## config.mk

```make
export PLATFORM = sky130hd
export DESIGN_NAME = id_fetch_ctrl
export DESIGN_NICKNAME = d
export VERILOG_FILES = /design/src/rtl/id_fetch_ctrl_pkg.sv /design/src/rtl/id_branch_resolve.sv /design/src/rtl/id_fetch_ctrl.sv
export SDC_FILE = /design/constraint.sdc
export NUM_CORES = 1
export LEC_CHECK = 0
export ABC_AREA = 1
export BUFFER_PORTS_ARGS = -buffer_cell sky130_fd_sc_hd__buf_2
export CORE_AREA = 2 2 136 112
export CTS_CLUSTER_DIAMETER = 60
export CTS_CLUSTER_SIZE = 12
export DETAILED_ROUTE_END_ITERATION = 8
export DIE_AREA = 0 0 138 114
export PLACE_DENSITY = 0.92
export SYNTH_ARGS = -nofsm -noshare
export SYNTH_HDL_FRONTEND = slang
export SYNTH_SLANG_ARGS = --single-unit
```

## constraint.sdc

```tcl
create_clock -name i_clock -period 4.2 [get_ports i_clock]
set_clock_uncertainty 0.1 [all_clocks]
set_input_delay 0.42 -clock i_clock [delete_from_list [all_inputs] [get_ports i_clock]]
set_output_delay 0.42 -clock i_clock [all_outputs]
set_load 0.005 [all_outputs]
```

## src/rtl/id_fetch_ctrl_pkg.sv

```systemverilog
// Shared constants for the IF/ID control slice: RV32 control-flow opcodes,
// branch funct3 codes, the bubble instruction and the decode-slot state encoding.
// Imported by id_fetch_ctrl and id_branch_resolve.
package id_fetch_ctrl_pkg;

    localparam logic [6:0] OP_JAL    = 7'b1101111;
    localparam logic [6:0] OP_JALR   = 7'b1100111;
    localparam logic [6:0] OP_BRANCH = 7'b1100011;

    localparam logic [2:0] F3_BEQ  = 3'b000;
    localparam logic [2:0] F3_BNE  = 3'b001;
    localparam logic [2:0] F3_BLT  = 3'b100;
    localparam logic [2:0] F3_BGE  = 3'b101;
    localparam logic [2:0] F3_BLTU = 3'b110;
    localparam logic [2:0] F3_BGEU = 3'b111;

    // addi x0, x0, 0
    localparam logic [31:0] NOP_INSTR_C = 32'h0000_0013;

    typedef enum logic [1:0] {
        S_BUBBLE = 2'd0,   // slot empty after reset
        S_RUN    = 2'd1,   // slot holds a live instruction
        S_KILL   = 2'd2    // slot holds a squashed wrong-path fetch
    } state_t;

endpackage

```

## src/rtl/id_branch_resolve.sv

```systemverilog
// Control-flow resolver for the decode slot: decodes JAL/JALR/Bxx, compares
// operands and forms the target address. Purely combinational (0 cycles).
// Ports: instr/pc/rs1/rs2 in; take (redirect wanted) and target out.
module id_branch_resolve
    import id_fetch_ctrl_pkg::*;
(
    input  logic [31:0] instr,
    input  logic [31:0] pc,
    input  logic [31:0] rs1,
    input  logic [31:0] rs2,
    output logic        take,
    output logic [31:0] target
);

    logic [6:0]  opcode;
    logic [2:0]  funct3;
    logic [31:0] imm_i;
    logic [31:0] imm_b;
    logic [31:0] imm_j;

    assign opcode = instr[6:0];
    assign funct3 = instr[14:12];
    assign imm_i  = {{20{instr[31]}}, instr[31:20]};
    assign imm_b  = {{19{instr[31]}}, instr[31], instr[7], instr[30:25], instr[11:8], 1'b0};
    assign imm_j  = {{11{instr[31]}}, instr[31], instr[19:12], instr[20], instr[30:21], 1'b0};

    always_comb begin
        take   = 1'b0;
        target = 32'h0;
        case (opcode)
            OP_JAL: begin
                take   = 1'b1;
                target = pc + imm_j;
            end
            OP_JALR: begin
                take   = 1'b1;
                target = (rs1 + imm_i) & ~32'h1;
            end
            OP_BRANCH: begin
                target = pc + imm_b;
                case (funct3)
                    F3_BEQ:  take = (rs1 == rs2);
                    F3_BNE:  take = (rs1 != rs2);
                    F3_BLT:  take = ($signed(rs1) <  $signed(rs2));
                    F3_BGE:  take = ($signed(rs1) >= $signed(rs2));
                    F3_BLTU: take = (rs1 <  rs2);
                    F3_BGEU: take = (rs1 >= rs2);
                    default: take = 1'b0;   // funct3 010/011 are not branches
                endcase
            end
            default: ;
        endcase
    end

endmodule

```

## src/rtl/id_fetch_ctrl.sv

```systemverilog
// IF/ID pipeline register with branch/jump resolution and redirect to IF next-PC mux.
// Latency: slot registers 1 cycle; redirect combinational from slot, 1-cycle penalty.
// Backpressure: i_stall holds slot, state and counter; o_pc_hold mirrors it to IF.
// Ports: fetch pair in, rs1/rs2 operands in, slot pc/instr/valid out, select/target out.
// Optional macro ID_REDIRECT_CNT_EN adds a taken-redirect counter on o_redirect_cnt.
module id_fetch_ctrl
    import id_fetch_ctrl_pkg::*;
#(
    parameter logic [31:0] NOP_INSTR = NOP_INSTR_C,
    parameter int          CNT_W     = 16
) (
    input  logic             i_clock,
    input  logic             i_reset,
    input  logic [31:0]      i_address,
    input  logic [31:0]      i_instruccion,
    input  logic             i_stall,
    input  logic [31:0]      i_rs1_data,
    input  logic [31:0]      i_rs2_data,
    output logic [31:0]      o_pc,
    output logic [31:0]      o_instruccion,
    output logic             o_valid,
    output logic [31:0]      o_branch_address,
    output logic             o_select,
    output logic             o_pc_hold,
    output logic [CNT_W-1:0] o_redirect_cnt
);

    state_t      state_q, state_n;
    logic [31:0] pc_q, pc_n;
    logic [31:0] instr_q, instr_n;
    logic        take;
    logic [31:0] target;
    logic        redirect;

    id_branch_resolve u_resolve (
        .instr  (instr_q),
        .pc     (pc_q),
        .rs1    (i_rs1_data),
        .rs2    (i_rs2_data),
        .take   (take),
        .target (target)
    );

    // Only a live, unstalled slot may steer IF; killed/bubble slots never do,
    // which rules out back-to-back redirects. Reset masks it so IF sees a
    // clean select while the pipe is being flushed.
    assign redirect = !i_reset && (state_q == S_RUN) && !i_stall && take;

    always_ff @(posedge i_clock) begin
        if (i_reset) begin
            state_q <= S_BUBBLE;
            pc_q    <= 32'h0;
            instr_q <= NOP_INSTR;
        end else begin
            state_q <= state_n;
            pc_q    <= pc_n;
            instr_q <= instr_n;
        end
    end

    always_comb begin
        state_n = state_q;
        pc_n    = pc_q;
        instr_n = instr_q;
        if (!i_stall) begin
            pc_n = i_address;
            if (redirect) begin
                // The fetch in flight is on the wrong path: keep its PC but squash it.
                instr_n = NOP_INSTR;
                state_n = S_KILL;
            end else begin
                instr_n = i_instruccion;
                state_n = S_RUN;
            end
        end
    end

    assign o_pc             = pc_q;
    assign o_instruccion    = instr_q;
    assign o_valid          = (state_q == S_RUN);
    assign o_select         = redirect;
    assign o_branch_address = redirect ? target : 32'h0;
    assign o_pc_hold        = i_stall;

`ifdef ID_REDIRECT_CNT_EN
    logic [CNT_W-1:0] cnt_q;

    // redirect already excludes stalled cycles, so the count holds on stall.
    always_ff @(posedge i_clock) begin
        if (i_reset) begin
            cnt_q <= '0;
        end else if (redirect) begin
            cnt_q <= cnt_q + {{(CNT_W-1){1'b0}}, 1'b1};
        end
    end

    assign o_redirect_cnt = cnt_q;
`else
    assign o_redirect_cnt = '0;
`endif

endmodule

```

==> impl_metrics.py, run 1 <==
metrics = {
    "finish": {
        "stdcell_count": 1619,
        "syn_to_final_growth_pct": 23.3,
        "drive_above_1_share_pct": 24.3,
        "diodes": 0,
        "post-route-util_pct": 63.6,
        "final_nets": 1651,
    },
    "global_route": {
        "antenna_found_initial": 1,
        "grt_pass1_wl_um": 39900,
        "overflow": 0,
        "grt_max_degree": 67,
        "grt_pass1_vias": 8294,
        "grtUsageTotal_pct": 30.9,
    },
    "floorplan": {
        "floorplan.initialDensity_pct": 51.6,
        "dieArea_um2": 15700,
        "dieWidth_um": 138,
        "core_um2": 14500,
        "die_h_um": 114,
        "io_pins": 246,
        "rows": 40,
    },
    "clocking": {
        "cts_tree": "yes",
        "clk_pin_slew_ps": 60,
        "holdBufCountCts": 0,
        "root_buffer": "clkbuf_16",
        "clockBufferDepth": 2,
        "numCtsBuffers": 9,
        "clock_sinks": 66,
        "clock_latency_ps": 330,
        "htreeDepth": 3,
    },
    "sta": {
        "setup_slack_ps": 226,
        "setup_tns_ps": 0,
        "rsz0062_at_grt": "yes",
        "max-slew-margin-rel_pct": 52.8,
        "setup_violations": 0,
        "hold_ws_ps": 226,
        "fmax_mhz": 252,
        "period_share_pct": 94.6,
        "period_needed_ps": 3970,
        "hold_viol": 0,
        "tightestPinTransition_ps": 699,
        "drv_slew": 0,
    },
    "drt": {
        "drc": 0,
        "drtIter0Drc": 699,
        "drtPass1Iterations": 5,
        "ant_nets": 0,
        "wl_per_cell_um": 15.6,
        "wirelength_um": 25200,
        "vias": 9002,
        "viasPerCell": 5.56,
    },
    "synth": {
        "yosysMostFrequentCell": "nand2_1",
        "synth_common_cells": "nand2_1, a21oi_1, nor2_1",
        "synth_top_cells_by_area": "dfxtp_1, ha_1, nand2_1",
        "synth_top_area_share_pct": 17.7,
        "async_reset_ff_share_pct": 0,
        "synth_area_um2": 7490,
        "synthFlopType": "dfxtp_1",
        "yosysWarningCount": 0,
        "synth_edf_count": 0,
        "netlist_instances": 1204,
        "yosysSeqAreaShare_pct": 17.7,
        "ys_types": 46,
        "ys_ff_latch": 66,
        "synth_area_leader_cell": "dfxtp_1",
        "postSynthAreaPerCell_um2": 6.22,
    },
    "critical_path": {
        "cp_cell_sequence": "inv_2 -> nand3_4 -> nor4_4 -> buf_4 -> nand2_1 -> nand2_1 -> ha_2 -> inv_1 -> fa_2 -> o21ai_2 -> inv_1 -> nor2_1 -> nor2_2 -> o21ai_4 -> a21boi_1 -> inv_1 -> nand4_1 -> nand3_1 -> nand3_2 -> a21oi_2 -> buf_2",
        "worstSetupPathType": "flop to output port",
        "r2r-end": "o_instruccion[5]",
        "cp.arrival_ps": 3450,
        "rrSetupSlack_ps": 1540,
        "rr_startpoint": "o_instruccion[12]",
        "rr_worst_depth": 15,
        "crit_slowest_cell": "fa_2",
        "critPathLaunch": "o_instruccion[4]",
        "endpoint": "o_branch_address[29]",
        "start_kind": "flop",
        "cp_common_cell": "inv_1",
        "critical_path_required_ps": 3680,
        "crit_path_end_kind": "output port",
        "slowest_delay_ps": 380,
        "path_max_fanout": 6,
    },
    "placement": {
        "gp_congestion": 0.931,
        "numPortBuffers": 229,
        "post-place-ws_ps": 315,
        "dp_cells": 1596,
        "dpl.hpwl_um": 19800,
    },
    "power_and_ir_drop": {
        "power_leakage_nw": 4.98,
        "ir_worst_vdd_mv": 0.439,
        "p_per_area_nw_per_um2": 249,
    },
    "flow_run": {
        "maxCapViolations": 0,
    },
    "status": {
        "status": "completed",
    },
    "hold_path": {
        "hp-class": "input port to flop",
    },
}
## metal layers
metal / track usage [%] / vias up / share of wire [%]
met4: 9.18 / 0 / 2.0
li1: - / 4487 / -
met5: 0 / - / 0
met1: 41.8 / 4024 / 44
met3: 4.87 / 52 / 9.0
met2: 51.3 / 439 / 45
## worst min-delay path by stage
stage	startpoint	to	slack, ps	cells after the start
finish	i_address[0]	o_pc[0]	230	3
global route	i_address[26]	o_pc[26]	230	3
CTS	i_address[30]	o_pc[30]	220	3
detailed placement	state_q[0]	state_q[0]	360	2
global placement	state_q[0]	state_q[0]	350	2
floorplan	state_q[0]	state_q[0]	350	2
## cell usage in the layout (no fill, tap or decap), types with 4 or more instances in the layout
master       n
buf_4       17
o21a_1      10
nand3_1     82
ha_1        86
o21ai_1      5
inv_1      142
nand4_1     14
clkbuf_16    9
dfxtp_1     63
nand3b_1     4
a21o_1       6
a31oi_1     10
a21oi_2     30
nor3_1      12
bufinv_16    4
nand2_1    217
o21ai_0     98
a21oi_1    145
nor2_1     146
nand2_2      4
or2_2       22
ha_2         6
buf_2      229
conb_1      16
## what timing repair did
action | in CTS | in global routing
resized for setup | 3 | 41
cloned | 0 | 0
pin swaps | 0 | 7
buffers inserted | 2 | 6
endpoints found under the setup margin | 4 | 21
## layout make-up
| type | instances | area (um^2) |
|---|---|---|
| multi-input cells | 958 | 5500 |
| fillers | 1355 | 5280 |
| flip-flops and latches | 66 | 1330 |
| repair buffers | 246 | 1270 |
| inverters | 145 | 544 |
| well taps | 189 | 236 |
| clock buffers | 10 | 229 |
| clock inverters | 5 | 128 |
## through the flow
step           power (mW)  area (um^2)
6_report             2.30         9230
5_1_grt              2.42         9230
4_1_cts              2.27         9050
3_5_place_dp         1.36         8680
3_3_place_gp         1.35         8680
2_1_floorplan        1.14         7540
## sequential cells by signal, indices dropped and copies added (netlist names)
signal / flops
o_pc: 32
state_q: 2
o_instruccion: 32
## cells by family (layout without fill, tap and decap cells)
kind of cell	after synthesis	in the layout	share of synthesized area, %
compound gates	329	329	24.8
buf+inv	195	406	11.5
flops	66	66	17.7
fa+ha+maj	94	94	15.9
xor+xnor	5	5	0.585
other cells	1	16	0.0501
simple gates	514	514	29.5
## power breakdown
group	switching (mW)	internal, mW	total (mW)	leakage [nW]
clock network	0.272	0.636	0.908	0.169
logic	0.411	0.266	0.676	4.26
registers	0.0484	0.666	0.715	0.548
total	0.731	1.57	2.30	4.98
## worst max-delay path: cells and delay by family (launching register included)
kind / cells / cell delay (ps)
AND/OR/NAND/NOR: 9 / 980
buffers and inverters: 6 / 640
AO/OA/AOI/OAI: 4 / 640
adder cells (fa/ha/maj): 2 / 560
flip-flops: 1 / 320
No activity file was read; power rests on OpenSTA's default activity.
==> inputs of run 2 (changes only) <==
--- a/config.mk
+++ b/config.mk
@@ -7,12 +7,12 @@
 export LEC_CHECK = 0
 export ABC_AREA = 1
 export BUFFER_PORTS_ARGS = -buffer_cell sky130_fd_sc_hd__buf_2
-export CORE_AREA = 2 2 136 112
+export CORE_AREA = 2 2 140 115
 export CTS_CLUSTER_DIAMETER = 60
-export CTS_CLUSTER_SIZE = 12
+export CTS_CLUSTER_SIZE = 25
 export DETAILED_ROUTE_END_ITERATION = 8
-export DIE_AREA = 0 0 138 114
-export PLACE_DENSITY = 0.92
+export DIE_AREA = 0 0 142 117
+export PLACE_DENSITY = 0.88
 export SYNTH_ARGS = -nofsm -noshare
 export SYNTH_HDL_FRONTEND = slang
 export SYNTH_SLANG_ARGS = --single-unit
==> run 2 against run 1 <==
- register-to-register slack lost 120 ps
- wire length shrank 1.1%
- via count is 0.23% lower
- combinational power about the same
- critical path depth decreased by 1
- first-iteration DRC count shrank 8.0%
- sequential share of layout area rose by 0.092 points
- design area down 0.54%
- clock power fell by 10%
- non-clock buffer count down 2
- maximum frequency down 0.45%
- critical path type unchanged
- largest power group unchanged
==> impl_metrics.py, run 2 (same netlist as run 1, synthesis figures left out) <==
metrics = {
    "floorplan": {
        "floorplan.initialDensity_pct": 48.8,
        "die_h_um": 117,
        "rows": 41,
        "io_pins": 246,
        "dieWidth_um": 142,
        "core_um2": 15300,
        "dieArea_um2": 16600,
    },
    "power_and_ir_drop": {
        "power_frac_seq_pct": 32.5,
        "p_sw_share_pct": 33.2,
        "power.internal_mw": 1.47,
        "power.share.clock_pct": 36.9,
        "p_per_area_nw_per_um2": 240,
        "total_power_mw": 2.20,
        "combPwrFrac_pct": 30.6,
        "power_leakage_nw": 4.93,
        "ir_worst_vdd_mv": 0.339,
        "p_switching_uw": 731,
    },
    "finish": {
        "register_area_um2": 1330,
        "mostFrequentLayoutCells": "buf_2, nand2_1, nor2_1",
        "n_fill_cell": 1489,
        "final_common_cell": "buf_2",
        "syn_to_final_growth_pct": 22.7,
        "final_nets": 1649,
        "diodes": 0,
        "multi_input_area_um2": 5490,
        "drive_above_1_share_pct": 24.1,
        "design_area_um2": 9180,
        "stdcell_count": 1622,
    },
    "clocking": {
        "clockBufferDepth": 2,
        "clock_sinks": 66,
        "numCtsBuffers": 9,
        "root_buffer": "clkbuf_16",
        "clock_latency_ps": 330,
        "htreeDepth": 3,
        "clk_pin_slew_ps": 60,
        "cts_tree": "yes",
    },
    "global_route": {
        "grt_max_degree": 67,
        "overflow": 0,
        "antenna_found_initial": 0,
        "grt_pass1_vias": 8186,
        "grtUsageTotal_pct": 29.4,
        "grt_pass1_wl_um": 39200,
    },
    "flow_run": {
        "maxCapViolations": 0,
    },
    "drt": {
        "wirelength_um": 24900,
        "drtIter0Drc": 643,
        "wl_per_cell_um": 15.4,
        "vias": 8981,
        "drc": 0,
        "viasPerCell": 5.54,
        "drtPass1Iterations": 5,
        "ant_nets": 0,
    },
    "critical_path": {
        "path_max_fanout": 5,
        "start_kind": "flop",
        "worstSetupPathType": "flop to output port",
        "cp.arrival_ps": 3470,
        "crit_path_end_kind": "output port",
        "critical_path_required_ps": 3680,
    },
    "sta": {
        "max-slew-margin-rel_pct": 54.8,
        "period_needed_ps": 3990,
        "hold_viol": 0,
        "tightestPinTransition_ps": 670,
        "fmax_mhz": 251,
        "period_share_pct": 95.0,
        "setup_violations": 0,
        "drv_slew": 0,
    },
    "hold_path": {
        "hp-class": "input port to flop",
    },
    "placement": {
        "placed_area_um2": 8680,
        "dp_cells": 1600,
        "dpl.hpwl_um": 20000,
        "gp_congestion": 0.950,
        "numPortBuffers": 229,
    },
    "status": {
        "status": "completed",
    },
}
## run 2: cell count changes in the layout (fill, tap and decap cells not counted), sizes merged
cell      delta
clkbuf       +2
bufinv       -2
clkinvlp     +1
buf          -2
## run 2: power groups by stage
stage               clock [mW]  combinational (mW)  sequential (mW)
global placement             0               0.628            0.723
finish                   0.813               0.673            0.716
floorplan                    0               0.428            0.715
CTS                      0.817               0.649            0.712
global route             0.850               0.761            0.719
detailed placement           0               0.642            0.724
## run 2: area by class of cell
| cell class | count | area share [%] |
|---|---|---|
| clock buffers | 12 | 2.68 |
| clock inverters | 4 | 0.817 |
| inverters | 145 | 5.93 |
| multi-input cells | 958 | 59.8 |
| flip-flops and latches | 66 | 14.4 |
| well taps | 193 | 2.63 |
| repair buffers | 244 | 13.7 |
## run 2: per-stage QoR
| stage | setup WS [ps] | hold slack (ps) | TNS (ps) | util (%) |
|---|---|---|---|---|
| floorplan | 601 | 345 | 0 | - |
| global placement | 360 | 352 | 0 | 56.6 |
| detailed placement | 314 | 360 | 0 | 56.6 |
| CTS | -2.45 | 220 | -2.45 | 58.9 |
| global route | -10.0 | 224 | -14.7 | 59.9 |
| finish | 209 | 223 | 0 | 59.9 |
## run 2: worst max-delay path: stages, from the launching register on
cell      delay (ps)
dfxtp_1          380
nor4_4           310
buf_4            170
buf_4            100
nand2_1           40
nand2_1           80
ha_1             300
a21oi_2          190
o21ai_2           90
inv_1             70
nor2_1            40
nor2_1           160
inv_1            110
a21oi_1          140
inv_1            100
a21boi_2         150
o21bai_1         100
or2_2            280
nand3_1          110
a21oi_2           80
buf_2            150
## run 2: repair_timing
action,4_1_cts,5_1_grt
resized for setup,7,36
pin swaps,1,5
hold buffers,0,0
endpoints found under the setup margin,7,21
buffers inserted,1,5
## run 2: path summary, 6_finish.rpt
check,from,endpoint,slack (ps),cells after the start
min reg2reg,state_q[1],state_q[1],370,2
min,i_address[8],o_pc[8],220,3
max,o_instruccion[3],o_branch_address[23],210,20
max reg2reg,o_instruccion[12],o_instruccion[29],1420,15
## run 2: metal layers
layer  part of all wire (%)  global-route usage, %  wire length (um)  vias to the layer above
met5                      0                      0                 0                        -
met4                    3.1                   10.3               761                        0
met3                    8.4                   4.80              2080                       65
met2                     43                   48.3             10700                      397
met1                     45                   39.6             11300                     4032
li1                       -                      -                 -                     4487
==> inputs of run 3 (changes only) <==
--- a/config.mk
+++ b/config.mk
@@ -7,12 +7,13 @@
 export LEC_CHECK = 0
 export ABC_AREA = 1
 export BUFFER_PORTS_ARGS = -buffer_cell sky130_fd_sc_hd__buf_2
-export CORE_AREA = 2 2 140 115
+export CORE_AREA = 2 2 172 140
 export CTS_CLUSTER_DIAMETER = 60
 export CTS_CLUSTER_SIZE = 25
 export DETAILED_ROUTE_END_ITERATION = 8
-export DIE_AREA = 0 0 142 117
-export PLACE_DENSITY = 0.88
+export DIE_AREA = 0 0 174 142
+export PLACE_DENSITY = 0.68
 export SYNTH_ARGS = -nofsm -noshare
 export SYNTH_HDL_FRONTEND = slang
+export SYNTH_HIERARCHICAL = 1
 export SYNTH_SLANG_ARGS = --single-unit
==> run 3 against run 2 <==
- design area increased by 6.4%
- area after synthesis up 6.2%
- synthesized cell count grew 11%
- total power rose by 4.6%
- final cell count increased by 15%
- sequential share of layout area down 0.90 points
- register-to-register slack better by 120 ps
- utilization decreased by 17 points
- critical path type unchanged
- critical endpoint is now o_branch_address[19]
- highest routed layer unchanged
==> impl_metrics.py, run 3 <==
metrics = {
    "status": {
        "status": "completed",
    },
    "synth": {
        "synth_top_area_share_pct": 16.6,
        "postSynthAreaPerCell_um2": 5.96,
        "synthFlopType": "dfxtp_1",
        "synth_edf_count": 0,
        "synth_area_um2": 7950,
        "synth_compound_area_share_pct": 20.7,
        "synthAdderAreaFrac_pct": 15.0,
        "synth-simple-area-share_pct": 34.0,
        "synth_top_family_by_area": "simple AND/OR/NAND/NOR gates",
        "async_reset_ff_share_pct": 0,
        "yosysSeqAreaShare_pct": 16.6,
        "synth_top_cells_by_area": "dfxtp_1, ha_1, nand2_1",
        "yosysWarningCount": 6,
        "netlist_instances": 1334,
        "synth_area_leader_cell": "dfxtp_1",
        "synthMuxAreaShare_pct": 0,
        "yosysMostFrequentCell": "nand2_1",
        "ys_ff_latch": 66,
        "synth_xor_xnor_area_share_pct": 1.43,
        "synth_common_cells": "nand2_1, nor2_1, inv_1",
        "ys_types": 49,
    },
    "drt": {
        "wirelength_um": 28800,
        "viasPerCell": 5.00,
        "wl_per_cell_um": 15.4,
        "ant_nets": 0,
        "drtIter0Drc": 575,
        "vias": 9360,
        "drtPass1Iterations": 5,
        "drc": 0,
    },
    "floorplan": {
        "dieWidth_um": 174,
        "dieArea_um2": 24700,
        "io_pins": 246,
        "core_um2": 23000,
        "floorplan.initialDensity_pct": 34.5,
        "die_h_um": 142,
        "rows": 50,
    },
    "clocking": {
        "clock_latency_ps": 330,
        "numCtsBuffers": 9,
        "clk_pin_slew_ps": 60,
        "clock_sinks": 66,
        "root_buffer": "clkbuf_16",
        "cts_tree": "yes",
        "htreeDepth": 3,
        "clockBufferDepth": 2,
    },
    "placement": {
        "numPortBuffers": 229,
        "gp_congestion": 0.899,
        "dpl.hpwl_um": 24000,
        "dp_cells": 1855,
    },
    "finish": {
        "n_fill_cell": 2591,
        "diodes": 0,
        "mostFrequentLayoutCells": "nand2_1, buf_2, nor2_1",
        "drive_above_1_share_pct": 20.5,
        "final_nets": 1779,
        "stdcell_count": 1871,
        "syn_to_final_growth_pct": 22.9,
        "final_common_cell": "nand2_1",
    },
    "global_route": {
        "grtUsageTotal_pct": 22.3,
        "grt_pass1_vias": 8444,
        "grt_pass1_wl_um": 43900,
        "antenna_found_initial": 1,
        "grt_max_degree": 70,
        "overflow": 0,
    },
    "critical_path": {
        "worstSetupPathType": "flop to output port",
        "cp.arrival_ps": 3420,
        "crit_path_end_kind": "output port",
        "start_kind": "flop",
        "critical_path_required_ps": 3680,
        "path_max_fanout": 6,
    },
    "hold_path": {
        "hp-class": "input port to flop",
    },
    "sta": {
        "period_needed_ps": 3940,
        "setup_violations": 0,
        "max-slew-margin-rel_pct": 40.1,
        "fmax_mhz": 254,
        "rsz0062_at_grt": "yes",
        "tightestPinTransition_ps": 891,
        "hold_viol": 0,
        "drv_slew": 0,
        "period_share_pct": 93.8,
    },
    "power_and_ir_drop": {
        "ir_worst_vdd_mv": 0.163,
        "total_power_mw": 2.30,
        "power_leakage_nw": 5.05,
        "p_per_area_nw_per_um2": 236,
    },
    "flow_run": {
        "maxCapViolations": 0,
    },
}
==> run 3: cell types whose count changed after synthesis, moves of 8 or more <==
cell     previous run  this run
a21oi_1           151       115
a21oi_2            24         5
buf_2               6        17
inv_1             145       175
inv_2               0         8
nand2_1           220       278
nand3_1            84        92
nor2_1            147       200
o21ai_0           102        82
o21ai_1             2        20
or2_0               0         8
or2_2              23         3
==> run 3: cells by family after synthesis <==
| group | Yosys count |
|---|---|
| compound gates | 286 |
| xor+xnor | 13 |
| fa+ha+maj | 94 |
| buf+inv | 234 |
| flops | 66 |
| other cells | 1 |
| simple gates | 640 |
==> run 3: layer usage <==
| layer | track usage (%) | wire length [um] |
|---|---|---|
| met1 | 31.9 | 14100 |
| met4 | 3.98 | 423 |
| met3 | 3.55 | 1920 |
| met5 | 0 | 0 |
| met2 | 35.8 | 12400 |
==> run 3: where the power goes <==
part	internal (mW)	switching (mW)
sequential	0.666	0.0493
combinational	0.277	0.435
clock	0.582	0.293
total	1.53	0.777
==> run 3: path summary, 6_finish.rpt <==
path | startpoint | endpoint | slack (ps) | depth (start not counted)
max reg2reg | o_instruccion[13] | o_instruccion[12] | 1540 | 16
min reg2reg | o_instruccion[5] | o_instruccion[5] | 380 | 2
min | i_instruccion[1] | o_instruccion[1] | 220 | 3
max | o_instruccion[6] | o_branch_address[19] | 260 | 26
==> run 3: final cells by class <==
class | count | area [um^2] | share of cell area [%]
Multi-Input combinational cell | 1049 | 5770 | 59.0
Clock inverter | 6 | 115 | 1.18
Timing Repair Buffer | 243 | 1250 | 12.8
Tap cell | 312 | 390 | 3.99
Inverter | 185 | 694 | 7.11
Sequential cell | 66 | 1320 | 13.5
Clock buffer | 10 | 229 | 2.34
==> run 3: worst max-delay path: stages (launching register included) <==
cell and delay (ps):
dfxtp_2 340, nand2_1 70, nor2_2 160, nand3_2 110
nor2_4 100, inv_2 80, nand2_1 60, nand2_1 80
ha_2 200, fa_2 350, nand2_2 90, nand3_1 70
o21a_2 150, inv_2 70, nor2_2 40, nor2_2 150
inv_2 70, nand2_1 70, nand2_2 80, nand2_1 70
nand2_1 80, a21oi_1 120, o21ai_1 100, nand2_1 130
inv_1 60, nor2_1 90, buf_2 120
==> run 3: timing repair <==
action | 4_1_cts | 5_1_grt
hold buffers | 0 | 0
endpoints found under the setup margin | 0 | 18
resized for setup | 0 | 18
setup buffers | 0 | 0
==> run 3: metrics by stage <==
step,util (%),setup WS [ps],setup TNS (ps),area [um^2],hold WS [ps]
after global routing,42.5,-26.8,-26.8,9770,234
after global placement,40.7,432,0,9370,368
final,42.5,260,0,9770,224
after CTS,42.2,11.1,0,9710,218
after floorplan,-,818,0,8010,369
after detailed placement,40.7,384,0,9370,373
